## src/rtl/io_pkg.sv

```systemverilog
// Shared definitions for the CPU-facing I/O port responder: port addresses and
// the bit layout of the STATUS register.
package io_pkg;

  typedef enum logic [1:0] {
    ADDR_IN     = 2'd0,
    ADDR_OUT    = 2'd1,
    ADDR_STATUS = 2'd2,
    ADDR_GPIO   = 2'd3
  } io_addr_e;

  localparam int ST_NOT_EMPTY   = 0;
  localparam int ST_FULL        = 1;
  localparam int ST_OUT_VALID   = 2;
  localparam int ST_RX_UNDERRUN = 3;
  localparam int ST_TX_OVERFLOW = 4;
  localparam int ST_COUNT_LSB   = 5;

endpackage

```

## src/rtl/io_fifo.sv

```systemverilog
// Small synchronous FIFO buffering input-device bytes until the CPU reads them.
// Push and pop are gated internally by full/empty; head is the oldest entry.
module io_fifo #(
  parameter int WIDTH = 8,
  parameter int DEPTH = 4
) (
  input  logic                     clk,
  input  logic                     reset,
  input  logic                     push,
  input  logic                     pop,
  input  logic [WIDTH-1:0]         wdata,
  output logic [WIDTH-1:0]         head,
  output logic                     full,
  output logic                     empty,
  output logic [$clog2(DEPTH):0]   count
);

  localparam int PW = $clog2(DEPTH);
  localparam int CW = PW + 1;

  logic [WIDTH-1:0] mem_q [DEPTH];
  logic [PW-1:0]    wr_ptr_q, wr_ptr_d;
  logic [PW-1:0]    rd_ptr_q, rd_ptr_d;
  logic [CW-1:0]    count_q, count_d;
  logic             push_ok, pop_ok;

  assign full  = (count_q == CW'(DEPTH));
  assign empty = (count_q == '0);
  assign count = count_q;
  assign head  = mem_q[rd_ptr_q];

  // NOTE: every signal assigned in always_comb gets a default first, so no
  // path through the block leaves it unassigned and no latch is inferred.
  always_comb begin
    push_ok  = push && !full;
    pop_ok   = pop && !empty;
    wr_ptr_d = push_ok ? wr_ptr_q + PW'(1) : wr_ptr_q;
    rd_ptr_d = pop_ok  ? rd_ptr_q + PW'(1) : rd_ptr_q;
    count_d  = count_q;
    case ({push_ok, pop_ok})
      2'b10:   count_d = count_q + CW'(1);
      2'b01:   count_d = count_q - CW'(1);
      default: count_d = count_q;
    endcase
  end

  // NOTE: state flops use non-blocking assignments so every flop samples the
  // pre-edge values regardless of statement order.
  always_ff @(posedge clk) begin
    if (reset) begin
      wr_ptr_q <= '0;
      rd_ptr_q <= '0;
      count_q  <= '0;
    end else begin
      wr_ptr_q <= wr_ptr_d;
      rd_ptr_q <= rd_ptr_d;
      count_q  <= count_d;
    end
  end

  // NOTE: storage is not reset; empty entries are never observed because the
  // read mux returns zero whenever count is zero.
  always_ff @(posedge clk) begin
    if (push_ok) mem_q[wr_ptr_q] <= wdata;
  end

endmodule

```

## src/rtl/io_port_responder.sv

```systemverilog
// Memory-mapped I/O responder: input FIFO, 1-entry output holding register,
// GPIO register and sticky error bits behind a combinational read mux.
module io_port_responder
  import io_pkg::*;
#(
  parameter int WIDTH = 8,
  parameter int DEPTH = 4
) (
  input  logic             clk,
  input  logic             reset,
  input  logic             cpu_we,
  input  logic             cpu_re,
  input  logic [1:0]       cpu_addr,
  input  logic [WIDTH-1:0] cpu_wdata,
  output logic [WIDTH-1:0] cpu_rdata,
  input  logic [WIDTH-1:0] in_data,
  input  logic             in_valid,
  output logic             in_ready,
  output logic [WIDTH-1:0] out_data,
  output logic             out_valid,
  input  logic             out_ready,
  output logic [WIDTH-1:0] gpio_out
);

  localparam int CW = $clog2(DEPTH) + 1;

  logic [WIDTH-1:0] fifo_head;
  logic             fifo_full, fifo_empty;
  logic [CW-1:0]    fifo_count;

  logic             out_valid_q, out_valid_d;
  logic [WIDTH-1:0] out_data_q, out_data_d;
  logic [WIDTH-1:0] gpio_q, gpio_d;
  logic             tx_overflow_q, tx_overflow_d;
  logic             rx_underrun_q, rx_underrun_d;

  logic             rd_in, wr_out, wr_status, out_accept;
  logic [WIDTH-1:0] status;

  assign rd_in     = cpu_re && (cpu_addr == ADDR_IN);
  assign wr_out    = cpu_we && (cpu_addr == ADDR_OUT);
  assign wr_status = cpu_we && (cpu_addr == ADDR_STATUS);

  io_fifo #(.WIDTH(WIDTH), .DEPTH(DEPTH)) u_fifo (
    .clk   (clk),
    .reset (reset),
    .push  (in_valid),
    .pop   (rd_in),
    .wdata (in_data),
    .head  (fifo_head),
    .full  (fifo_full),
    .empty (fifo_empty),
    .count (fifo_count)
  );

  assign in_ready  = !fifo_full;
  assign out_data  = out_data_q;
  assign out_valid = out_valid_q;
  assign gpio_out  = gpio_q;

  always_comb begin
    status                          = '0;
    status[ST_COUNT_LSB +: 3]       = 3'(fifo_count);
    status[ST_TX_OVERFLOW]          = tx_overflow_q;
    status[ST_RX_UNDERRUN]          = rx_underrun_q;
    status[ST_OUT_VALID]            = out_valid_q;
    status[ST_FULL]                 = fifo_full;
    status[ST_NOT_EMPTY]            = !fifo_empty;

    cpu_rdata = '0;
    case (cpu_addr)
      ADDR_IN:     cpu_rdata = fifo_empty ? '0 : fifo_head;
      ADDR_OUT:    cpu_rdata = out_data_q;
      ADDR_STATUS: cpu_rdata = status;
      ADDR_GPIO:   cpu_rdata = gpio_q;
      default:     cpu_rdata = '0;
    endcase
  end

  always_comb begin
    // A full holding register can still take a new byte when the old one is
    // being delivered in the same cycle.
    out_accept  = wr_out && (!out_valid_q || out_ready);
    out_valid_d = out_valid_q;
    out_data_d  = out_data_q;
    if (out_accept) begin
      out_valid_d = 1'b1;
      out_data_d  = cpu_wdata;
    end else if (out_valid_q && out_ready) begin
      out_valid_d = 1'b0;
    end

    gpio_d = (cpu_we && (cpu_addr == ADDR_GPIO)) ? cpu_wdata : gpio_q;

    // Sticky bits: a set in the same cycle as a write-1-to-clear wins.
    tx_overflow_d = (tx_overflow_q && !(wr_status && cpu_wdata[ST_TX_OVERFLOW]))
                    || (wr_out && !out_accept);
    rx_underrun_d = (rx_underrun_q && !(wr_status && cpu_wdata[ST_RX_UNDERRUN]))
                    || (rd_in && fifo_empty);
  end

  always_ff @(posedge clk) begin
    if (reset) begin
      out_valid_q   <= 1'b0;
      out_data_q    <= '0;
      gpio_q        <= '0;
      tx_overflow_q <= 1'b0;
      rx_underrun_q <= 1'b0;
    end else begin
      out_valid_q   <= out_valid_d;
      out_data_q    <= out_data_d;
      gpio_q        <= gpio_d;
      tx_overflow_q <= tx_overflow_d;
      rx_underrun_q <= rx_underrun_d;
    end
  end

endmodule

```

## config.mk

```make
export PLATFORM = sky130hd
export DESIGN_NAME = io_port_responder
export DESIGN_NICKNAME = d
export VERILOG_FILES = /design/src/rtl/io_pkg.sv /design/src/rtl/io_fifo.sv /design/src/rtl/io_port_responder.sv
export SDC_FILE = /design/constraint.sdc
export NUM_CORES = 1
export LEC_CHECK = 0
export BUFFER_PORTS_ARGS = -buffer_cell sky130_fd_sc_hd__buf_2
export CAP_MARGIN = 20
export CORE_MARGIN = 1.5
export CORE_UTILIZATION = 40
export DETAILED_ROUTE_END_ITERATION = 6
export PLACE_DENSITY = 0.68
export SLEW_MARGIN = 20
export SYNTH_ARGS = -nofsm -noshare
export SYNTH_HDL_FRONTEND = slang
export SYNTH_SLANG_ARGS = --single-unit
```

## constraint.sdc

```tcl
create_clock -name clk -period 2.05 [get_ports clk]
set_input_delay 0.3075 -clock clk [delete_from_list [all_inputs] [get_ports clk]]
set_output_delay 0.3075 -clock clk [all_outputs]
set_load 0.005 [all_outputs]
```

# [Yosys cells after proc, flatten, opt, wreduce, memory -nomap -nowiden]
# Memories as Yosys holds them, arrays and structs flattened. A register that Yosys moved wholly into a read port is not among the register bits.
# Index checks and enable logic that the tools add are counted.
[word_totals] regBits=26 mem_bits_rw=32 in_bits=24 output_inout_bits=26 elab_cells=55 n_memories=1
[op_classes] addsub=4 eq_ne=6 n_mux=9 n_reduce_logical=27
[memory_table] name="u_fifo.mem_q" words=4 word_bits=8 rd=1 rd_ports_with_merged_regs=1 wr=1 line="io_fifo.sv:21" text="logic [WIDTH-1:0] mem_q [DEPTH];"
[ops] op="$pmux W8 S4" count=1
[ops] op="$logic_and A1 B1 Y1" count=14
[ops] op="$mux W8" count=1
[ops] op="$eq A2 B2 Y1 const B" count=3
[ops] op="$logic_not A1 Y1" count=6
[ops] op="$pmux W3 S2" count=1
[ops] op="$add A2 B1 Y2 const B" count=2
[ops] op="$eq A2 B1 Y1 const B" count=2
[ops] op="$mux W1" count=4
[ops] op="$mux W2" count=2
[ops] op="$reduce_bool A2 Y1" count=2
[ops] op="$add A3 B1 Y3 const B" count=1
[ops] op="$eq A3 B3 Y1 const B" count=1
[ops] op="$logic_not A3 Y1" count=1
[ops] op="$logic_or A1 B1 Y1" count=3
[ops] op="$sub A3 B1 Y3 const B" count=1
[ops] op="$logic_not A2 Y1" count=1

# [Logic depth before layout (Yosys ltp)]
# Gate-level depths: netlist of run 1.
[depth] depth_word=6 ltp_mapped=9 ltp_nobuf=8

# [Modules after synthesis]
# A second synthesis of run 1 with hierarchy kept.
[hier_totals] hier_cells=203 area_unflattened_um2=2628.8
[modules_own_cells] mod="io_fifo" n_inst=1 cells_per_inst=96 area_each_um2=1635.3 seq_area_each_um2=1141.1
[modules_own_cells] mod="io_port_responder" n_inst=1 cells_per_inst=107 area_each_um2=993.5 seq_area_each_um2=380.4

# [Worst setup path after synthesis of run 1]
# Ideal clock, no wire load.
[synth_path] path_kind="register to register" startpoint="reg u_fifo.count_q[0], in the netlist u_fifo.count[0]" endpoint="reg u_fifo.count_q[2], in the netlist u_fifo.count[2]" setup_time_ns=0.070 arrival_time_ns=2.072 required_ns=1.980 path_slack_ns=-0.093 stages_incl_launch_ff=10 n_path_buf=1 synth_period_minus_slack_ns=2.143 path_cell_list="dfxtp_1 > or3b_1 > buf_2 > nand2_1 > ha_1 > inv_1 > fa_1 > xor2_1 > or3_1 > a21oi_1"
[synth_via] elab_chain_len=5 elab_cells_between_ends=12 cone_classes="2 x add/sub; 3 x eq/ne; 1 x mux; 6 x reduce/logical"
[synth_rtl] item="start: declaration" line="io_fifo.sv:24" text="logic [CW-1:0] count_q, count_d;"
[synth_rtl] item="start signal: assignment" line="io_fifo.sv:57" text="count_q <= count_d;"
[synth_rtl] item="$eq A3 B3 Y1 (*)" line="io_fifo.sv:27" text="assign full = (count_q == CW'(DEPTH));"
[synth_rtl] item="$logic_not A1 Y1 (*)"
[synth_rtl] item="named net in_ready" line="io_port_responder.sv:18" text="output logic in_ready,"
[synth_rtl] item="$logic_and A1 B1 Y1 (*)" line="io_fifo.sv:35" text="push_ok = push && !full;"
[synth_rtl] item="$eq A2 B1 Y1 or $eq A2 B2 Y1 (tied branches)" line="io_fifo.sv:40" text="case ({push_ok, pop_ok})"
[synth_rtl] item="$pmux W3 S2 or $reduce_bool A2 Y1 (tied branches)"
# Mark *: on every way through the listed nets, which the timed path passes. The rest lies on a longest branch.
# A chain may end at the register's enable or synchronous reset.

# [Worst setup path after layout of run 1]
[layout_path] startpoint="reg u_fifo.count_q[0], in the netlist u_fifo.count[0]" endpoint="reg u_fifo.count_q[2], in the netlist u_fifo.count[2]"
[layout_via] elab_chain_len=5 elab_cells_between_ends=12 cone_classes="2 x add/sub; 3 x eq/ne; 1 x mux; 6 x reduce/logical"
[layout_rtl] item="$eq A3 B3 Y1 or $logic_not A3 Y1 (tied branches)" line="io_fifo.sv:27, io_fifo.sv:28"
[layout_rtl] item="$logic_not A1 Y1 (on tied branches)" line="io_fifo.sv:35, io_fifo.sv:36"
[layout_rtl] item="$logic_and A1 B1 Y1 (on tied branches)" line="io_fifo.sv:35, io_fifo.sv:36"
[layout_rtl] item="$eq A2 B1 Y1 or $eq A2 B2 Y1 (tied branches)" line="io_fifo.sv:40"
[layout_rtl] item="$pmux W3 S2 or $reduce_bool A2 Y1 (tied branches)"
# Parallel ways exist; a longest one is shown, timed or not.

==> run summary, run 1 <==
The largest net degree at the start of global routing is 21. The part of the cycle the worst path needs came out at 0.958. The relative area change from synthesis to final layout came out at 22.7%. The mapped cell area is 2620 sq um. The number of cells on the worst hold path came out at 1. For the final database, setup skew stands at 0.00446 ns. The run finished with clean final reports. The average detailed-routed wire length per instance is about 16 um. After filler insertion, the fill cell instance count of the layout stands at 573. The cell row count came out at 29. The upper clock frequency limit is 509 MHz. The final hold violation count is 0. The cell area after placement is around 3000 sq um.

From left edge to right edge, the die measures 84.0 um. The remaining design rule violation count came out at 0. The clock passes through at most 2 buffers. The full die area came out at 7050 sq um. Setup violations remaining at the end of the flow were counted as 0. The routability-driven placement congestion ratio is roughly 0.77. The synthesized netlist net count came out at 246. The power density over cell area came out at 863 nW/um^2. Subtracting the final worst setup slack from the clock period gives 1.96 ns. In the final layout, the share of cells above drive strength 1 is 0.362. The first detailed-routing pass took 5 iterations. Setup total negative slack on the finished layout was measured at 0 ns. The synthesized instance count came out at 216. STA classifies the critical path startpoint as a register. The startpoint identified for the worst hold timing path is in_data[3]. The worst reg-to-reg path cell count is 8.

The design area is between 3000 and 4000 sq um. The leakage dissipation is roughly 1.3 nW. The clock-pin slew on the worst setup and hold paths came out at 0.06 ns. The critical path class is reg -> reg. The netlist uses 35 different library cells. The number of H-tree levels came out at 3. The overall routing resource usage came out at 0.169. The number of enable-type register cells in the synthesized netlist came out at 32. The vertical extent of the die came out at ~84 um. The standard cell core area came out at ~6300 sq um.

In this run the register-to-register setup slack is 0.09 ns. The reg-to-reg endpoint is u_fifo.count[2]. Overall power consumption after layout is estimated at 2.78 mW.

The initial antenna violation count is 0. The arrival time at the worst endpoint is approximately 2.2 ns. The startpoint of the worst register-to-register path is u_fifo.count[0]. For this block, the via count after detailed routing is 1826.

The detailed-route wire length is roughly 5600 um. The placed wire-length estimate after detailed placement came out at 3940 um. A synthesized cell averages 12.1 sq um. The number of nets at the end of the flow is 302. TritonCTS built the clock tree.

VDD sags by at most 0.535 mV. TritonCTS created 9 clock buffers. The number of sinks on the clock net is 60. The share of the Yosys chip area taken by registers is 0.580. The count of state elements after synthesis came out at 60.

The remaining number of nets flagged by the antenna check after routing came out at 0. The worst setup path is captured at a register. In the routed layout, each cell is associated on average with a via count of 5.17. The cell at the root of the clock tree is sky130_fd_sc_hd__clkbuf_8. Among all flip-flop cells after synthesis, the most frequent one is sky130_fd_sc_hd__edfxtp_1. The number of pins with negative max-slew slack in the final report came out at 0.

The share of flip-flops with an asynchronous set or reset after synthesis is 0. The number of max-cap violations came out at 0. The Yosys warning count is 0.

The initial cell density of the core came out at 0.413. The wire length of the first global-routing pass came out at 9010 um. 50 I/O pins were placed. The worst hold slack came out at 0.191 ns.

The worst slew slack as a fraction of its limit is 0.643. The remaining global-route overflow is 0. The largest fanout on the critical path is 2.

The antenna diode instance count came out at 0. The path class of the tightest hold or removal check is in -> reg. For the pin with the worst max-slew slack, the measured transition is between 0.5 and 0.6 ns. The number of I/O port buffers came out at 49. The initial DRC count is 84. The hold path endpoint is u_fifo.mem_q[2][3].

The via count of the first global-routing pass came out at 1836. The clock network latency to the later pin of the worst-skew pair came out at 0.33 ns. The quantity of hold-fixing buffers added after cts came out at 0.

Data on the critical path is required at its endpoint by 2.32 ns.
synthesized netlist by cell type, types with 2 or more instances:
library cell / n / area, sq um
sky130_fd_sc_hd__nand3_1: 16 / 80.1
sky130_fd_sc_hd__a21o_1: 2 / 15.0
sky130_fd_sc_hd__nand2_1: 8 / 30.0
sky130_fd_sc_hd__nor2b_1: 3 / 18.8
sky130_fd_sc_hd__a22oi_1: 7 / 52.6
sky130_fd_sc_hd__ha_1: 5 / 62.6
sky130_fd_sc_hd__and3_1: 4 / 25.0
sky130_fd_sc_hd__nand2b_1: 3 / 18.8
sky130_fd_sc_hd__o21ai_0: 11 / 55.1
sky130_fd_sc_hd__nor2_1: 17 / 63.8
sky130_fd_sc_hd__buf_2: 6 / 30.0
sky130_fd_sc_hd__buf_1: 2 / 7.51
sky130_fd_sc_hd__dfxtp_1: 28 / 561
sky130_fd_sc_hd__a21oi_1: 19 / 95.1
sky130_fd_sc_hd__inv_1: 5 / 18.8
sky130_fd_sc_hd__xor2_1: 2 / 17.5
sky130_fd_sc_hd__mux4_2: 8 / 180
sky130_fd_sc_hd__clkbuf_1: 6 / 22.5
sky130_fd_sc_hd__mux2_2: 7 / 78.8
sky130_fd_sc_hd__mux2i_1: 8 / 80.1
sky130_fd_sc_hd__or3_1: 3 / 18.8
sky130_fd_sc_hd__edfxtp_1: 32 / 961
sky130_fd_sc_hd__nand4b_1: 2 / 17.5
worst max-delay path by stage:
stage / startpoint / endpoint / depth (start not counted)
floorplan: cpu_addr[1] / u_fifo.count[2] / 9
global placement: cpu_addr[0] / u_fifo.count[2] / 9
detailed placement: cpu_addr[0] / u_fifo.count[2] / 9
CTS: u_fifo.count[2] / cpu_rdata[1] / 5
global route: u_fifo.count[0] / u_fifo.count[2] / 8
finish: u_fifo.count[0] / u_fifo.count[2] / 8
kinds of logic (layout without fill, tap and decap cells):
logic type | after synthesis | after routing | share of synthesized area
multiplexers | 23 | 23 | 0.129
AND/OR/NAND/NOR | 63 | 63 | 0.126
XOR/XNOR | 2 | 2 | 0.00668
buffers and inverters | 20 | 80 | 0.0344
adder cells (fa/ha/maj) | 6 | 6 | 0.0315
AO/OA/AOI/OAI | 42 | 42 | 0.0916
flip-flops | 60 | 60 | 0.580
layer usage:
layer | share of wire | vias to the layer above | GRT usage
li1 | - | 907 | -
met1 | 0.45 | 846 | 0.200
met2 | 0.48 | 58 | 0.282
met3 | 0.054 | 15 | 0.0673
met4 | 0.018 | 0 | 0.0551
met5 | 0 | - | 0
report_power, final:
group	internal, mW	leakage, nW	switching [mW]
Sequential	1.32	0.522	0.0222
Clock	0.666	0.100	0.440
Combinational	0.150	0.699	0.178
Total	2.14	1.32	0.640
repair_timing:
| action | 4_1_cts | 5_1_grt |
|---|---|---|
| gates resized for setup | 0 | 9 |
| setup buffers | 0 | 1 |
| setup endpoints to repair | 0 | 8 |
cell usage in the layout (no fill, tap or decap), types with 3 or more instances in the layout:
cell type / Yosys / routed
sky130_fd_sc_hd__o21ai_0: 11 / 11
sky130_fd_sc_hd__mux2i_1: 8 / 8
sky130_fd_sc_hd__nand3_1: 16 / 16
sky130_fd_sc_hd__mux2_2: 7 / 7
sky130_fd_sc_hd__a22oi_1: 7 / 7
sky130_fd_sc_hd__a21oi_1: 19 / 19
sky130_fd_sc_hd__buf_2: 6 / 49
sky130_fd_sc_hd__mux4_2: 8 / 8
sky130_fd_sc_hd__inv_1: 5 / 4
sky130_fd_sc_hd__nor2_1: 17 / 16
sky130_fd_sc_hd__buf_4: 0 / 10
sky130_fd_sc_hd__nand2_1: 8 / 7
sky130_fd_sc_hd__nand2b_1: 3 / 3
sky130_fd_sc_hd__edfxtp_1: 32 / 32
sky130_fd_sc_hd__and3_1: 4 / 4
sky130_fd_sc_hd__nor2b_1: 3 / 3
sky130_fd_sc_hd__clkbuf_8: 0 / 9
sky130_fd_sc_hd__dfxtp_1: 28 / 26
sky130_fd_sc_hd__ha_1: 5 / 4
cell type report:
type	count	area, sq um	share of cell area
Inverter	5	18.8	0.00583
Tap cell	77	96.3	0.0299
Clock inverter	6	80.1	0.0249
Sequential cell	60	1520	0.474
Clock buffer	9	124	0.0385
Timing Repair Buffer	60	332	0.103
Multi-Input combinational cell	136	1040	0.324
sequential cells by signal, summed over array words and instances (netlist names), named ones only:
signal           flops
tx_overflow_q        1
out_valid            1
u_fifo.mem_q        32
rx_underrun_q        1
u_fifo.count         3
u_fifo.wr_ptr_q      2
u_fifo.rd_ptr_q      2
out_data             8
gpio_out             8
worst max-delay path, stage by stage (launching register included):
cell	delay [ns]
sky130_fd_sc_hd__dfxtp_2	0.32
sky130_fd_sc_hd__or3b_4	0.40
sky130_fd_sc_hd__nand2_2	0.08
sky130_fd_sc_hd__ha_4	0.13
sky130_fd_sc_hd__inv_2	0.04
sky130_fd_sc_hd__fa_2	0.34
sky130_fd_sc_hd__xor2_1	0.15
sky130_fd_sc_hd__or3_1	0.31
sky130_fd_sc_hd__a21oi_1	0.14
through the flow:
step / setup WS [ns] / utilization / instances
CTS: 0.0220 / 0.500 / 352
floorplan: -0.0195 / - / 216
global placement: -0.0452 / 0.468 / 337
finish: 0.0855 / 0.507 / 353
detailed placement: -0.0881 / 0.468 / 337
global route: -0.00751 / 0.507 / 353
Power figures use the tool's default switching activity.
==> run 2, diff against run 1 <==
--- a/config.mk
+++ b/config.mk
@@ -7,6 +7,7 @@
 export LEC_CHECK = 0
 export BUFFER_PORTS_ARGS = -buffer_cell sky130_fd_sc_hd__buf_2
 export CAP_MARGIN = 20
+export CORE_ASPECT_RATIO = 0.5
 export CORE_MARGIN = 1.5
 export CORE_UTILIZATION = 40
 export DETAILED_ROUTE_END_ITERATION = 6
==> run 2 against run 1 <==
Die area grew 0.42%. Critical endpoint unchanged. First-iteration DRC count grew 32%. Critical path type unchanged. Count of clock-buffer cells in the layout grew 2. Sequential share of layout area shrank 1.5 points.
==> run summary, run 2 (synthesis gave the netlist of run 1 again) <==
The placed wire-length estimate after detailed placement is 4030 um (+2.4%). The number of sinks on the clock net came out at 60 (unchanged). The number of clock buffers inserted by TritonCTS is 9 (unchanged).

The quantity of hold-fixing buffers added after cts is 0 (unchanged). The cell row count came to 20 (-31%). The number of max-cap violations is 0 (unchanged).

Relative to the synthesized area, the layout overhead comes to 26.4%. The cell area after placement was 3000 sq um (+0.72%). The final setup violation count is 0 (unchanged). The power density over cell area is 969 nW/um^2 (+12%). The clock tree skew after final layout was 0.00610 ns (+0.00164 ns). The full die area came out at 7080 sq um (+0.42%). The part of the cycle the worst path needs was 0.964 (+0.00595).

The number of nets at the end of the flow is 302 (unchanged). The data required time of the worst path came out at 2.30 ns (-0.02 ns). The highest ir drop seen on vdd came to 0.371 mV (-31%). The cell total after placement came out at 349 (+3.6%).

The flow ran to the end, and the final reports show no timing, DRC or antenna violations. The flip-flop count of the largest register after layout came out at 32 (unchanged). The final instance count without filler cells was 365 (+3.4%). The number of H-tree levels is 3 (unchanged).

The number of pins with negative max-slew slack in the final report came out at 0 (unchanged). The post-CTS setup repair buffer count came out at 0 (unchanged). The routability-driven placement congestion ratio came out at 0.783 (+1.2%).

The remaining number of nets flagged by the antenna check after routing is 0 (unchanged). The final critical path time including I/O delays and setup came out at 1.98 ns (+0.0122 ns). The clock tree from TritonCTS is yes.

The upper clock frequency limit is 506 MHz (-0.62%). The clock network latency to the later pin of the worst-skew pair came out at 0.32 ns (about the same). The final hold violation count came out at 0 (unchanged). The wire length of the first global-routing pass is 9100 um (+1.0%).

The initial DRC count came out at 111 (+32%). In this run the clock root is driven by a sky130_fd_sc_hd__clkbuf_16. The design area came to 3310 sq um (+3.0%). The largest fanout on the critical path came out at 2 (unchanged).

The via count came out at 1879 (+2.9%). The most common cell after layout, fill and taps aside is sky130_fd_sc_hd__buf_2. The clock-pin slew on the worst setup and hold paths was 0.05 ns (about the same). The worst hold slack came to 0.202 ns (+0.0111 ns). The share of final-layout standard cells stronger than drive strength 1 is 0.339 (-0.0230). The worst slew slack as a fraction of its limit came out at 0.631 (-0.0126). The length of the first detailed-routing pass in iterations came out at 4 (-1).

The remaining global-route overflow is 0 (unchanged). The leakage dissipation came out at 1.37 nW (+3.4%). The initial antenna violation count was 0 (unchanged).

The vertical extent of the die came out at 60.2 um (-28%). The antenna diode instance count came to 0 (unchanged). The horizontal die dimension was 117 um (+40%). The I/O pin count was 50 (unchanged). The capturing element type of the critical path is a register. The register with the most flip-flops is u_fifo.mem_q.

The tightest min-delay check is of the in -> reg type. The arrival time at the worst endpoint came out at 2.23 ns (about the same). The maximum root-to-sink buffer count came out at 2 (unchanged). The number of I/O port buffers is 49 (unchanged). The average detailed-routed wire length per instance came out at 15.7 um (-0.68%). The detailed-route wire length came out at 5720 um (+2.7%).

The overall routing resource usage came out at 0.174 (+0.00520). The remaining design rule violation count is 0 (unchanged). The initial cell density of the core came to 0.422 (+0.00957).

The worst setup path is of the reg -> reg kind. The measured slew at the worst slew-check pin came out at 0.553 ns (+0.0189 ns). Leaving out fill and tap cells, the most frequent cells in the layout are 49 x sky130_fd_sc_hd__buf_2, 32 x sky130_fd_sc_hd__edfxtp_1, 28 x sky130_fd_sc_hd__dfxtp_1. The worst-case setup slack after placement came to -0.0892 ns (-0.00105 ns). The via count of the first global-routing pass came out at 1798 (-2.1%). Setup repair after global routing left no endpoint under its margin. The standard cell core area came to 6210 sq um (-2.3%). The element type at the critical path start is a register. The post-layout worst setup margin came to 0.0733 ns (-0.0122 ns). The detail-routed via count per cell came out at 5.15 (-0.48%). The worst-case register-to-register setup slack came out at 0.07 ns (about the same).

The largest net degree at the start of global routing came out at 21 (unchanged).
## run 2: changes by cell type in the layout (fill, tap and decap cells not counted), moves of 2 or more
cell | previous run | this run
sky130_fd_sc_hd__clkbuf_8 | 9 | 0
sky130_fd_sc_hd__clkbuf_16 | 0 | 9
sky130_fd_sc_hd__dfxtp_1 | 26 | 28
sky130_fd_sc_hd__dfxtp_2 | 2 | 0
sky130_fd_sc_hd__clkbuf_1 | 0 | 2
## run 2: path summary, 6_finish.rpt
check | from | endpoint | depth (start not counted)
setup / recovery | u_fifo.count[0] | u_fifo.count[2] | 8
hold reg to reg | tx_overflow_q | tx_overflow_q | 2
hold / removal | in_data[6] | u_fifo.mem_q[0][6] | 1
setup reg to reg | u_fifo.count[0] | u_fifo.count[2] | 8
## run 2: stage by stage
stage	power [mW]	utilization	setup TNS, ns
4_1_cts	3.24	0.532	0
5_1_grt	3.33	0.534	0
6_report	3.21	0.534	0
3_5_place_dp	1.69	0.483	-0.0892
3_3_place_gp	1.67	0.483	-0.0293
2_1_floorplan	1.56	-	-0.0195
## run 2: final cells by class
cell class	count	area, sq um
inverter	5	18.8
sequential	60	1520
clock buffer	11	233
timing repair buffer	60	332
multi-input combinational	136	1020
clock inverter	5	76.3
fill	566	2890
tap	88	110
## run 2: timing repair
item | in CTS | in global routing
hold endpoints to repair | 0 | 0
setup endpoints to repair | 0 | 5
gates resized for setup | 0 | 3
## run 2: routing by layer
metal,GRT usage,part of all wire
met3,0.0630,0.059
met5,0,0
met1,0.206,0.44
met4,0.0854,0.020
met2,0.292,0.48
## run 2: where the power goes
group	internal, mW	switching, mW
combinational	0.143	0.178
sequential	1.32	0.0233
clock	1.06	0.489
total	2.52	0.691
## run 2: worst max-delay path, cell delays in order (launching register included)
cell	delay [ns]
sky130_fd_sc_hd__dfxtp_1	0.30
sky130_fd_sc_hd__or3b_4	0.40
sky130_fd_sc_hd__nand2_2	0.08
sky130_fd_sc_hd__ha_2	0.16
sky130_fd_sc_hd__inv_1	0.05
sky130_fd_sc_hd__fa_2	0.33
sky130_fd_sc_hd__xor2_1	0.15
sky130_fd_sc_hd__or3_1	0.31
sky130_fd_sc_hd__a21oi_1	0.12
